**config.mk**
```make
export PLATFORM = sky130hd
export DESIGN_NAME = dbus_access_ctrl
export DESIGN_NICKNAME = d
export VERILOG_FILES = /design/src/rtl/dbus_access_ctrl.sv
export SDC_FILE = /design/constraint.sdc
export NUM_CORES = 1
export LEC_CHECK = 0
export CORE_UTILIZATION = 44
export CTS_BUF_LIST = sky130_fd_sc_hd__clkbuf_4
export CTS_CLUSTER_SIZE = 16
export DETAILED_ROUTE_END_ITERATION = 10
export PLACE_DENSITY = 0.9
export SYNTH_ARGS = -nofsm -noshare
export SYNTH_HDL_FRONTEND = slang
export SYNTH_SLANG_ARGS = --single-unit
```
**constraint.sdc**
```tcl
create_clock -name clk -period 1.9 [get_ports clk]
set_input_delay 0.38 -clock clk [delete_from_list [all_inputs] [get_ports clk]]
set_output_delay 0.38 -clock clk [all_outputs]
set_load 0.1 [all_outputs]
```
**src/rtl/dbus_access_ctrl.sv**
```systemverilog
// dbus_access_ctrl: sequences MEM-stage loads/stores onto the data bus with addr_ok/data_ok handshake,
// forming byte strobes/lane data on the way out and extending load data on the way back.
module dbus_access_ctrl #(
  parameter int AW = 32,
  parameter int DW = 32
) (
  input  logic          clk,
  input  logic          resetn,
  input  logic          mem_valid,
  input  logic          mem_write,
  input  logic [1:0]    mem_size,
  input  logic          mem_unsigned,
  input  logic [AW-1:0] mem_addr,
  input  logic [DW-1:0] mem_wdata,
  input  logic          pipe_ready,
  output logic          mem_stall,
  output logic          mem_done,
  output logic [DW-1:0] mem_rdata,
  output logic          addr_err,
  output logic          dreq_valid,
  output logic [AW-1:0] dreq_addr,
  output logic [1:0]    dreq_size,
  output logic [3:0]    dreq_strobe,
  output logic [DW-1:0] dreq_data,
  input  logic          dresp_addr_ok,
  input  logic          dresp_data_ok,
  input  logic [DW-1:0] dresp_data
);
  typedef enum logic [1:0] {IDLE, REQ, WAIT, DONE} state_t;
  state_t state, state_nx;
  logic          write_q, unsigned_q;
  logic [1:0]    off_q;
  logic          misaligned, accept, capture;
  logic [3:0]    strobe_nx;
  logic [DW-1:0] data_nx, rdata_nx;
  logic [15:0]   half_v;
  logic [7:0]    byte_v;
  always_comb begin
    misaligned = (mem_size == 2'b00 && mem_addr[1:0] != 2'b00) || (mem_size == 2'b01 && mem_addr[0]);
    accept     = state == IDLE && mem_valid && !misaligned;
    addr_err   = state == IDLE && mem_valid && misaligned;
    mem_stall  = accept || state == REQ || state == WAIT;
    dreq_valid = state == REQ;
    capture    = dresp_data_ok && ((state == REQ && dresp_addr_ok) || state == WAIT);
  end
  always_comb begin
    state_nx = state;
    unique case (state)
      IDLE: state_nx = accept ? REQ : IDLE;
      REQ:  state_nx = dresp_addr_ok ? (dresp_data_ok ? DONE : WAIT) : REQ;
      WAIT: state_nx = dresp_data_ok ? DONE : WAIT;
      DONE: state_nx = pipe_ready ? IDLE : DONE;
      default: state_nx = IDLE;
    endcase
  end
  always_comb begin
    strobe_nx = mem_size == 2'b00 ? 4'b1111 :
                mem_size == 2'b01 ? (mem_addr[1] ? 4'b1100 : 4'b0011) :
                4'b0001 << mem_addr[1:0];
    strobe_nx = mem_write ? strobe_nx : 4'b0000;
    data_nx   = mem_size == 2'b00 ? mem_wdata :
                mem_size == 2'b01 ? (mem_addr[1] ? {mem_wdata[15:0], 16'b0} : {16'b0, mem_wdata[15:0]}) :
                {24'b0, mem_wdata[7:0]} << {mem_addr[1:0], 3'b000};
  end
  // Extraction uses the latched size/offset, not the live MEM-stage inputs.
  always_comb begin
    half_v   = off_q[1] ? dresp_data[31:16] : dresp_data[15:0];
    byte_v   = 8'(dresp_data >> {off_q, 3'b000});
    rdata_nx = write_q ? '0 :
               dreq_size == 2'b00 ? dresp_data :
               dreq_size == 2'b01 ? {{16{~unsigned_q & half_v[15]}}, half_v} :
               {{24{~unsigned_q & byte_v[7]}}, byte_v};
  end
  always_ff @(posedge clk)
    if (!resetn) state <= IDLE;
    else state <= state_nx;
  always_ff @(posedge clk) begin
    if (!resetn) begin
      write_q     <= 1'b0;
      unsigned_q  <= 1'b0;
      off_q       <= 2'b00;
      dreq_addr   <= '0;
      dreq_size   <= 2'b00;
      dreq_strobe <= 4'b0000;
      dreq_data   <= '0;
      mem_rdata   <= '0;
      mem_done    <= 1'b0;
    end else begin
      if (accept) begin
        write_q     <= mem_write;
        unsigned_q  <= mem_unsigned;
        off_q       <= mem_addr[1:0];
        dreq_addr   <= {mem_addr[AW-1:2], 2'b00};
        dreq_size   <= mem_size;
        dreq_strobe <= strobe_nx;
        dreq_data   <= data_nx;
      end
      if (capture) begin
        mem_rdata <= rdata_nx;
        mem_done  <= 1'b1;
      end else if (state == DONE && pipe_ready) begin
        mem_rdata <= '0;
        mem_done  <= 1'b0;
      end
    end
  end
endmodule

```
==> out/metrics.yaml <==
wl_met3_um: 1761
dieArea_um2: 11900
crit_required_ns: 1.52
critPathLaunchType: "flip-flop"
cts_tree: "yes"
setup_viol_count_final: 1
wl_met1_um: 6700
drtIter0Drc: 564
gr-total-overflow: 0
final_nets: 888
grt_pass1_wl_um: 26410
clock-root-buffer: "clkbuf_4"
holdBufCountCts: 0
clk_latency_ns: 0.46
n_antenna_cell: 0
num_io_pins: 212
hpwl_um: 12430
syn_to_final_growth_pct: 51.66
status: "finished with violations"
holdWs_ns: 0.4681
drive_above_1_share_pct: 26.94
drt_wl_total_um: 17280
start_util_pct: 45.76
io_buffers: 209
vias: 5527
grt_pass1_vias: 5310
place_congestion: 0.9335
hp-class: "in2reg"
viasPerCell: 5.962
synth.distinct_cells: 60
die_h_um: 109.1
synth_top_area_cell: "dfxtp_1"
highest_layer: "met4"
die_x_um: 109.1
finalMaxSlewViolations: 0
avgRoutedWirePerCell_um: 18.65
hold_start: "mem_unsigned"
fmaxAchievable_mhz: 503.5
cts_buffer_depth: 2
p_leak_nw: 3.031
synth_edf_count: 0
grt_max_degree: 58
tightestPinTransition_ns: 0.6761
ctsHtreeMaxLevel: 3
grt_antenna_before_repair: 0
avgSynthCellArea_um2: 8.763
synth-seq-cells: 107
rows: 38
crit_type: "reg2out"
yosysSeqAreaShare_pct: 42.44
yosys_most_used_dff: "dfxtp_1"
violations: "negative setup slack"
place_ws_ns: -0.3624
syn_inst: 576
worstPathMaxFanout: 4
min_period_over_period_pct: 104.5
synthArstFlopShare_pct: 0
gr-usage-all-layers_pct: 28.52
post-route-util_pct: 69.40
drcViolationCount: 0
num-fill-cells: 831
max-slew-margin-rel_pct: 54.92
cts_buffers: 9
period_needed_ns: 1.986
postRouteAntennaNets: 0
worstSetupEndpointType: "output port"
finalHoldViolCount: 0
seqCellArea_um2: 2152
synth_top_area_share_pct: 42.44
met2_length_um: 8435
drt_pass1_iterations: 8
max-cap-violations: 0
yosysWarnings: 0
cellPowerDensity_nw_per_um2: 805.2
yosys-top-cells-area: "dfxtp_1 (42%), a21oi_1 (8.3%), nand3_1 (5.6%)"
path_clk_slew_ns: 0.16
core_area_um2: 11030
ir_worst_vdd_mv: 0.4701
worstPathArrival_ns: 1.61
r2r_start: "state[0]$_SDFF_PN0_"
startpoint: "state[1]$_SDFF_PN0_"
syn_area_um2: 5047
worst_slack_ns: -0.08625
finClkSkew_ns: 0.01753
cts_sinks: 107
multi_input_area_um2: 2646
rsz0062_at_grt: "true"
layout make-up:
cell class / count / area share [%]
clock inverter: 6 / 1.161
clock buffer: 10 / 0.9807
tap: 140 / 2.288
sequential: 107 / 28.11
multi-input combinational: 401 / 34.57
inverter: 6 / 0.2942
timing repair buffer: 257 / 32.59
final timing paths:
check,endpoint,slack [ns],depth (start not counted)
max,mem_stall,-0.09,4
min,unsigned_q$_SDFFE_PN0P_,0.47,3
min reg2reg,mem_rdata[1]$_SDFFE_PN0P_,0.48,1
max reg2reg,mem_rdata[10]$_SDFFE_PN0P_,0.16,6
critical path: stages, from the launching register on:
cell and delay [ns]:
dfxtp_4 0.40, buf_4 0.14, nor2b_4 0.05, or3_4 0.39
buf_12 0.17
synthesized netlist by cell type, types with 2 or more instances:
| library cell | instances |
|---|---|
| dfxtp_1 | 107 |
| a21oi_1 | 84 |
| nand3_1 | 56 |
| o21ai_0 | 56 |
| clkbuf_1 | 38 |
| a211oi_1 | 25 |
| and3_1 | 18 |
| o2bb2ai_1 | 15 |
| buf_2 | 13 |
| nand2_1 | 13 |
| a22oi_1 | 12 |
| a311o_1 | 11 |
| nand2b_1 | 10 |
| nand4_1 | 9 |
| a32oi_1 | 8 |
| and3_2 | 8 |
| nand3b_1 | 7 |
| a311o_2 | 6 |
| mux2i_1 | 6 |
| a221o_1 | 5 |
| inv_1 | 5 |
| mux2_2 | 5 |
| nor2_1 | 5 |
| buf_4 | 4 |
| buf_6 | 4 |
| nor2b_1 | 4 |
| and2_1 | 3 |
| o21a_1 | 3 |
| a222oi_1 | 2 |
| buf_1 | 2 |
| nor2_2 | 2 |
| o22ai_1 | 2 |
state kept, by name, summed over array words and instances (netlist names):
| signal | cells |
|---|---|
| dreq_addr | 30 |
| dreq_data | 32 |
| dreq_size | 2 |
| dreq_strobe | 4 |
| mem_done | 1 |
| mem_rdata | 32 |
| off_q | 2 |
| state | 2 |
| unsigned_q | 1 |
| write_q | 1 |
metal layers:
layer  GRT usage [%]  vias up
li1                -     2589
met1           33.00     2591
met2           48.56      313
met3           8.727       34
met4           11.87        0
met5               0        -
stage by stage:
stage	std cells	area [um^2]	setup TNS, ns	power, mW
finish	927	7655	-0.08625	6.164
global route	927	7655	-0.1903	6.396
CTS	926	7640	-0.1227	6.170
detailed placement	904	7387	-15.16	4.825
global placement	904	7387	-10.55	4.785
floorplan	577	5072	-0.2609	4.060
power breakdown:
group | leakage (nW) | internal [mW] | switching (mW)
Clock | 0.0846 | 0.553 | 0.772
Sequential | 0.874 | 2.38 | 0.102
Combinational | 2.07 | 0.752 | 1.60
layout by cell type, fill, tap and decap left out, drive strengths merged, types with 3 or more instances in the layout:
cell,n
buf,152
dfxtp,107
clkdlybuf4s50,101
a21oi,84
o21ai,57
nand3,56
and3,26
a211oi,25
a311o,17
o2bb2ai,15
nand2,13
a22oi,12
nand2b,10
clkbuf,10
nand4,9
a32oi,8
nand3b,7
inv,7
nor2,7
mux2i,6
mux2,6
a221o,5
and2,5
dlygate4sd2,4
nor2b,4
o21a,3
timing repair:
| item | 4_1_cts | 5_1_grt |
|---|---|---|
| endpoints found under the hold margin | 0 | 0 |
| endpoints found under the setup margin | 2 | 14 |
| setup buffers | 6 | 1 |
| pin swaps | 5 | 2 |
| gates resized for setup | 18 | 1 |
cell families after synthesis:
| logic type | Yosys count | share of synthesized area [%] |
|---|---|---|
| DFF | 107 | 42.44 |
| buffers and inverters | 69 | 6.569 |
| and+or+nand+nor | 148 | 16.96 |
| other | 1 | 0.07430 |
| muxes | 12 | 2.603 |
| AOI/OAI and AO/OA | 239 | 31.36 |
Power figures use the tool's default switching activity.
